`config.mk`:
```
export PLATFORM = sky130hd
export DESIGN_NAME = scan_loader
export DESIGN_NICKNAME = d
export VERILOG_FILES = /design/src/rtl/DPE_params.sv /design/src/rtl/sc_clk_gen.sv /design/src/rtl/scan_loader.sv
export SDC_FILE = /design/constraint.sdc
export NUM_CORES = 1
export LEC_CHECK = 0
export CAP_MARGIN = 20
export CORE_MARGIN = 2
export CORE_UTILIZATION = 30
export DETAILED_ROUTE_END_ITERATION = 7
export PLACE_DENSITY = 0.48
export SYNTH_ARGS = -nofsm -noshare
export SYNTH_HDL_FRONTEND = slang
export SYNTH_SLANG_ARGS = --single-unit
```
`constraint.sdc`:
```
create_clock -name CLK -period 2.1 [get_ports CLK]
set_input_delay 0.315 -clock CLK [delete_from_list [all_inputs] [get_ports CLK]]
set_output_delay 0.315 -clock CLK [all_outputs]
set_load 0.005 [all_outputs]
```
`src/rtl/DPE_params.sv`:
```
// Shared scan-frame geometry and loader state encoding for the DPE scan path.
package DPE_params;

    localparam int SRAM_WORD_LENGTH = 32;
    localparam int SRAM_ADDR_WIDTH  = 8;

    // Data slots + address slots + marker slot + commit slot.
    localparam int SCAN_FRAME_LEN   = SRAM_WORD_LENGTH + SRAM_ADDR_WIDTH + 2;

    typedef enum logic [2:0] {
        IDLE,
        SHIFT_DATA,
        SHIFT_ADDR,
        MARK,
        COMMIT,
        FINAL
    } scan_state_t;

endpackage

```
`src/rtl/sc_clk_gen.sv`:
```
// Free-running scan clock generator. o_sc_clk is a registered square wave of
// period 2*CLKS_PER_HALF_SC system clocks. o_strike is high for exactly one
// cycle: the cycle whose closing CLK edge drives o_sc_clk low, so logic that
// updates on o_strike changes in lockstep with the SC_CLK falling edge.
module sc_clk_gen #(
    parameter int CLKS_PER_HALF_SC = 2
) (
    input  logic CLK,
    input  logic RESET,
    output logic o_sc_clk,
    output logic o_strike
);

    localparam int            CW        = (CLKS_PER_HALF_SC > 1) ? $clog2(CLKS_PER_HALF_SC) : 1;
    localparam logic [CW-1:0] HALF_LAST = CW'(CLKS_PER_HALF_SC - 1);

    logic [CW-1:0] r_cnt;
    logic          r_sc_clk;
    logic          w_half_end;

    assign w_half_end = (r_cnt == HALF_LAST);

    // Half-period counter; toggle the scan clock at the end of every half period.
    always_ff @(posedge CLK) begin
        // NOTE: registers take non-blocking assignments so every flop samples
        // pre-edge values, independent of statement order between blocks.
        if (RESET) begin
            r_cnt    <= '0;
            r_sc_clk <= 1'b0;
        end else if (w_half_end) begin
            r_cnt    <= '0;
            r_sc_clk <= ~r_sc_clk;
        end else begin
            r_cnt    <= r_cnt + CW'(1);
        end
    end

    assign o_sc_clk = r_sc_clk;
    assign o_strike = w_half_end & r_sc_clk;

endmodule

```
`src/rtl/scan_loader.sv`:
```
// Serialises SRAM init requests onto the DPE scan chain. Each frame shifts the
// word then the address LSB-first, a marker 1, then a commit slot with SC_EN
// low. An end-of-init request shifts all ones and parks in FINAL with SC_EN low.
module scan_loader #(
    parameter int SRAM_WORD_LENGTH = DPE_params::SRAM_WORD_LENGTH,
    parameter int SRAM_ADDR_WIDTH  = DPE_params::SRAM_ADDR_WIDTH,
    parameter int CLKS_PER_HALF_SC = 2
) (
    input  logic                        CLK,
    input  logic                        RESET,
    input  logic [SRAM_WORD_LENGTH-1:0] i_word,
    input  logic [SRAM_ADDR_WIDTH-1:0]  i_addr,
    input  logic                        i_last,
    input  logic                        i_valid,
    output logic                        o_ready,
    output logic                        o_SC_CLK,
    output logic                        o_SC_EN,
    output logic                        o_scanIn,
    output logic                        o_busy,
    output logic                        o_done
);

    import DPE_params::*;

    localparam int               CNT_W     = $clog2(SRAM_WORD_LENGTH + SRAM_ADDR_WIDTH + 2);
    localparam logic [CNT_W-1:0] DATA_LAST = CNT_W'(SRAM_WORD_LENGTH - 1);
    localparam logic [CNT_W-1:0] ADDR_LAST = CNT_W'(SRAM_ADDR_WIDTH - 1);

    scan_state_t                 r_state;
    logic [CNT_W-1:0]            r_cnt;
    logic [SRAM_WORD_LENGTH-1:0] r_word;
    logic [SRAM_ADDR_WIDTH-1:0]  r_addr;
    logic                        r_last;
    logic                        r_pend;
    logic                        r_busy;
    logic                        r_done;
    logic                        r_sc_en;
    logic                        r_scan_in;

    logic                        w_sc_clk;
    logic                        w_strike;
    logic                        w_commit_end;
    logic                        w_accept;
    logic                        w_start;
    logic [SRAM_WORD_LENGTH-1:0] w_word;
    logic [SRAM_ADDR_WIDTH-1:0]  w_addr;
    logic                        w_last;

    sc_clk_gen #(
        .CLKS_PER_HALF_SC (CLKS_PER_HALF_SC)
    ) u_sc_clk_gen (
        .CLK      (CLK),
        .RESET    (RESET),
        .o_sc_clk (w_sc_clk),
        .o_strike (w_strike)
    );

    // Busy drops in the last cycle of the commit slot so a request accepted
    // there starts at the very falling edge that ends the commit slot.
    assign w_commit_end = (r_state == COMMIT) && w_strike;
    assign o_busy       = r_busy && !w_commit_end;
    assign o_ready      = !RESET && !o_busy && !r_done;
    assign w_accept     = i_valid && o_ready;
    assign w_start      = w_accept || r_pend;

    // Frame source: a request accepted this cycle wins over a parked one.
    always_comb begin
        // NOTE: every output gets a default first so no path leaves it
        // unassigned, which would otherwise infer a latch.
        w_word = r_word;
        w_addr = r_addr;
        w_last = r_last;
        if (w_accept) begin
            w_word = i_last ? '1 : i_word;
            w_addr = i_last ? '1 : i_addr;
            w_last = i_last;
        end
    end

    // Loader FSM: capture requests, advance one slot per SC_CLK falling edge.
    always_ff @(posedge CLK) begin
        if (RESET) begin
            r_state   <= IDLE;
            r_cnt     <= '0;
            r_word    <= '0;
            r_addr    <= '0;
            r_last    <= 1'b0;
            r_pend    <= 1'b0;
            r_busy    <= 1'b0;
            r_done    <= 1'b0;
            r_sc_en   <= 1'b1;
            r_scan_in <= 1'b0;
        end else begin
            // Park an accepted request until the next falling edge.
            if (w_accept) begin
                r_busy <= 1'b1;
                r_pend <= 1'b1;
                r_word <= w_word;
                r_addr <= w_addr;
                r_last <= w_last;
            end

            if (w_strike) begin
                case (r_state)
                    IDLE: begin
                        r_sc_en <= 1'b1;
                        if (w_start) begin
                            r_state   <= SHIFT_DATA;
                            r_cnt     <= DATA_LAST;
                            r_scan_in <= w_word[0];
                            r_word    <= w_word >> 1;
                            r_addr    <= w_addr;
                            r_last    <= w_last;
                            r_pend    <= 1'b0;
                        end
                    end

                    SHIFT_DATA: begin
                        if (r_cnt == '0) begin
                            r_state   <= SHIFT_ADDR;
                            r_cnt     <= ADDR_LAST;
                            r_scan_in <= r_addr[0];
                            r_addr    <= r_addr >> 1;
                        end else begin
                            r_cnt     <= r_cnt - CNT_W'(1);
                            r_scan_in <= r_word[0];
                            r_word    <= r_word >> 1;
                        end
                    end

                    SHIFT_ADDR: begin
                        if (r_cnt == '0) begin
                            r_scan_in <= 1'b1;
                            if (r_last) begin
                                r_state <= FINAL;
                                r_sc_en <= 1'b0;
                                r_busy  <= 1'b0;
                                r_done  <= 1'b1;
                            end else begin
                                r_state <= MARK;
                            end
                        end else begin
                            r_cnt     <= r_cnt - CNT_W'(1);
                            r_scan_in <= r_addr[0];
                            r_addr    <= r_addr >> 1;
                        end
                    end

                    MARK: begin
                        r_state   <= COMMIT;
                        r_scan_in <= 1'b1;
                        r_sc_en   <= 1'b0;
                    end

                    COMMIT: begin
                        r_sc_en <= 1'b1;
                        if (w_accept) begin
                            r_state   <= SHIFT_DATA;
                            r_cnt     <= DATA_LAST;
                            r_scan_in <= w_word[0];
                            r_word    <= w_word >> 1;
                            r_pend    <= 1'b0;
                        end else begin
                            r_state <= IDLE;
                            r_busy  <= 1'b0;
                        end
                    end

                    FINAL: begin
                        r_scan_in <= 1'b1;
                        r_sc_en   <= 1'b0;
                    end

                    default: begin
                        r_state <= IDLE;
                    end
                endcase
            end
        end
    end

    assign o_SC_CLK = w_sc_clk;
    assign o_SC_EN  = r_sc_en;
    assign o_scanIn = r_scan_in;
    assign o_done   = r_done;

endmodule

```
==> results.rst <==
.. list-table::
   :header-rows: 1

   * - Metric
     - Value
   * - Run status
     - finished, final reports clean
   * - Chip Width
     - 117.3 um
   * - Max Fanout on Critical Path
     - 3
   * - Worst Max-Slew Pin Slew
     - 0.5599 ns
   * - Max rail drop VDD
     - 0.0004265 V
   * - Upper clock frequency limit
     - 492.2 MHz
   * - Startpoint of the worst hold path
     - RESET
   * - Placed cell count
     - 711
   * - Worst path required time
     - 1.78 ns
   * - Post-synth EDFFs
     - 0
   * - Cells after synthesis
     - 490
   * - Smallest setup slack after layout
     - 0.06812 ns
   * - Final global-route overflow total
     - 0
   * - Total of buffers placed on input and output ports
     - 49
   * - Number of nets in the finished design
     - 596
   * - Total CTS buffers
     - 9
   * - Area used by multi-input combinational logic
     - 0.002544 mm2
   * - Total Die Area
     - 0.01375 mm2
   * - Number of endpoints failing setup at the final stage
     - 0
   * - Number of synthesized register bits
     - 57
   * - Post-Route Utilization
     - 0.4096
   * - Ports
     - 50
   * - End point of the most critical hold path
     - u_sc_clk_gen.r_cnt$_SDFF_PP0_
   * - Hpwl dp
     - 8.092 mm
   * - Critical path class
     - reg2out
   * - Via count
     - 4,049
   * - Sequential fraction of the synthesis area
     - 0.2965
   * - Most area-hungry cell type in the Yosys netlist
     - sky130_fd_sc_hd__dfxtp_1
   * - Period utilization
     - 0.9676
   * - Initial antenna violation count
     - 0
   * - Final antenna diode count
     - 0
   * - Total routing resource utilization after global routing
     - 0.1835
   * - Placeable core area
     - 0.01257 mm2
   * - Cell Pwr Density
     - 621.8 mW/mm2
   * - Shortest period the worst path allows
     - 2.032 ns
   * - Count of warnings emitted by yosys
     - 0
   * - Worst r2r src
     - o_done$_SDFFE_PP0P_
   * - Fraction of final layout cells with drive strength greater than 1
     - 0.1552
   * - Worst hold path depth
     - 3
   * - Commonest cells after routing, fill and taps aside
     - 58 x sky130_fd_sc_hd__nor2_1, 57 x sky130_fd_sc_hd__dfxtp_1, 47 x sky130_fd_sc_hd__clkdlybuf4s50_1
   * - Setup Slack @ Placement
     - -0.2427 ns
   * - Kind of launch point of the worst setup path
     - flip-flop
   * - Number of distinct library cells after synthesis
     - 61
   * - Routed Wire Length
     - 12.03 mm
   * - Pin count of the biggest net entering global routing
     - 47
   * - Rows
     - 41
   * - Global-route wire length before repair
     - 19.85 mm
   * - Number of clock sinks
     - 57
   * - Number of violations of the max-capacitance limit
     - 0
   * - Worst skew pair latency
     - 0.33 ns
   * - Final instance count without filler cells
     - 726
   * - Most area-consuming cells after synthesis
     - sky130_fd_sc_hd__dfxtp_1 30%, sky130_fd_sc_hd__o311ai_1 6.4%, sky130_fd_sc_hd__a22o_1 6.1%, sky130_fd_sc_hd__a22oi_1 5.9%, sky130_fd_sc_hd__or3_1 5.7%
   * - Drt first pass iters
     - 4
   * - Worst-case register-to-register setup slack
     - 0.11 ns
   * - Primary FF master, synth
     - sky130_fd_sc_hd__dfxtp_1
   * - Area delta synth->final
     - 33.75%
   * - Element type at the critical path end
     - primary output
   * - Clk pin slew, worst setup/hold paths
     - 0.05 ns
   * - Count of final max-slew check failures
     - 0
   * - CP Data Arrival Time
     - 1.72 ns
   * - Most common cell after layout, fill and taps aside
     - sky130_fd_sc_hd__nor2_1
   * - Hold_buf cts
     - 0
   * - Library cell used as clock root buffer
     - sky130_fd_sc_hd__clkbuf_16
   * - Unrepaired setup endpoints after global routing
     - false
   * - Filler cell count
     - 1,284
   * - Antenna-violating nets left
     - 0
   * - Initial core utilization
     - 0.3062
   * - Post-detailed-route wirelength per cell
     - 16.57 um
   * - Total area of sequential cells
     - 0.001141 mm2
   * - Setup crit start
     - r_state[1]$_SDFFE_PP0P_
   * - Synth top area share
     - 0.2965
   * - Via count of the first global-routing pass
     - 3,895
   * - Number of H-tree levels
     - 3
   * - Detail-routed via count per cell
     - 5.577
   * - Longest Clk Path Bufs
     - 2
   * - Async S/R FF share, synth
     - 0
   * - Cell area after technology mapping
     - 0.003849 mm2
   * - Worst-case clock skew
     - 0.005559 ns
   * - Leakage power
     - 0.001885 uW
   * - DR iter-0 viols
     - 329
   * - RePlAce Congestion
     - 0.8337
   * - Worst rel slew slack
     - 0.6239
   * - Die height
     - 117.3 um
   * - Net count after synthesis
     - 535
   * - Synth Area per Inst
     - 7.854 um2
   * - Number of endpoints with negative hold slack in the final report
     - 0
   * - Worst hold path class
     - in2reg
   * - Depth of the worst register-to-register path
     - 6
   * - CTS tree
     - done
   * - Terminus of the critical flop-to-flop path
     - r_word[0]$_SDFF_PP0_
   * - Drc violations
     - 0
==> worst max-delay path, stage by stage (launching register included) <==
cell                              delay, ns
sky130_fd_sc_hd__dfxtp_1               0.30
sky130_fd_sc_hd__and4bb_4              0.36
sky130_fd_sc_hd__nand2_1               0.10
sky130_fd_sc_hd__and2_4                0.19
sky130_fd_sc_hd__clkdlybuf4s50_1       0.44
==> power by group <==
| part | switching (uW) | internal, uW |
|---|---|---|
| Combinational | 305 | 334 |
| Sequential | 63.2 | 1160 |
| Clock | 487 | 849 |
==> per-layer routing <==
layer,share of wire,GRT usage,routed length [um],vias up
met1,0.49,0.2414,5846,1930
met2,0.45,0.2946,5431,110
met4,0.0099,0.05020,119,0
met5,0,0,0,-
li1,-,-,-,2000
met3,0.052,0.05201,631,9
==> flip-flops by register name, indices dropped and copies added (netlist names), named ones only <==
signal	flops
o_done	1
r_pend	1
u_sc_clk_gen.o_sc_clk	1
r_cnt	6
r_busy	1
r_word	32
o_scanIn	1
o_SC_EN	1
u_sc_clk_gen.r_cnt	1
r_state	3
r_addr	8
==> repair_timing <==
| action | 4_1_cts | 5_1_grt |
|---|---|---|
| endpoints found under the setup margin | 2 | 21 |
| gates resized for setup | 2 | 11 |
| pin swaps | 1 | 2 |
| buffers inserted | 1 | 0 |
==> synth_stat cells, drive strengths merged, types with 2 or more instances <==
cell and instances:
buf 19, nand2b 3, and2 3, o221ai 3, nor2 58, nand3 2
clkbuf 25, or4 3, mux2i 7, a21oi 18, a211o 2, dfxtp 57
o311ai 32, nor3b 3, or2 6, o31ai 5, o21ai 15, a211oi 4
inv 11, xnor2 2, or3 35, or3b 3, nand3b 28, nand2 44
a22o 27, o211ai 7, nor4 4, a31oi 5, o22ai 2, nor3 5
nor4b 2, a22oi 30
==> metrics by stage <==
| stage | TNS, ns | hold slack (ns) | cell area [um2] | total power, uW |
|---|---|---|---|---|
| 2_1_floorplan | 0 | 0.4407 | 3849 | 1599 |
| 3_3_place_gp | -3.529 | 0.4606 | 4823 | 1865 |
| 3_5_place_dp | -4.028 | 0.4701 | 4823 | 1867 |
| 4_1_cts | 0 | 0.4537 | 5097 | 3232 |
| 5_1_grt | 0 | 0.4620 | 5147 | 3385 |
| 6_report | 0 | 0.4615 | 5147 | 3200 |
==> worst max path at each step <==
stage | end | slack, ns
after floorplan | r_word[0]$_SDFF_PP0_ | 0.19
after global placement | r_word[0]$_SDFF_PP0_ | -0.22
after detailed placement | r_word[0]$_SDFF_PP0_ | -0.24
after CTS | o_busy | 0.006
after global routing | r_addr[6]$_SDFF_PP0_ | 0.008
final | o_busy | 0.07
==> final cells by class <==
class	instances	share of cell area
clock buffer	14	0.05129
inverter	11	0.008021
multi-input combinational	378	0.4942
sequential	57	0.2217
tap	172	0.04181
timing repair buffer	94	0.1830
==> cell families after synthesis <==
logic type               count (synthesis)  share of synthesized area
AND/OR/NAND/NOR                        204                     0.2916
AO/OA/AOI/OAI                          163                     0.3235
flip-flops                              57                     0.2965
buffers and inverters                   55                    0.05949
multiplexers                             8                    0.02113
XOR/XNOR                                 2                   0.004552
adder cells (fa/ha/maj)                  1                   0.003250
Note: power is estimated with default switching activity, not from simulation.
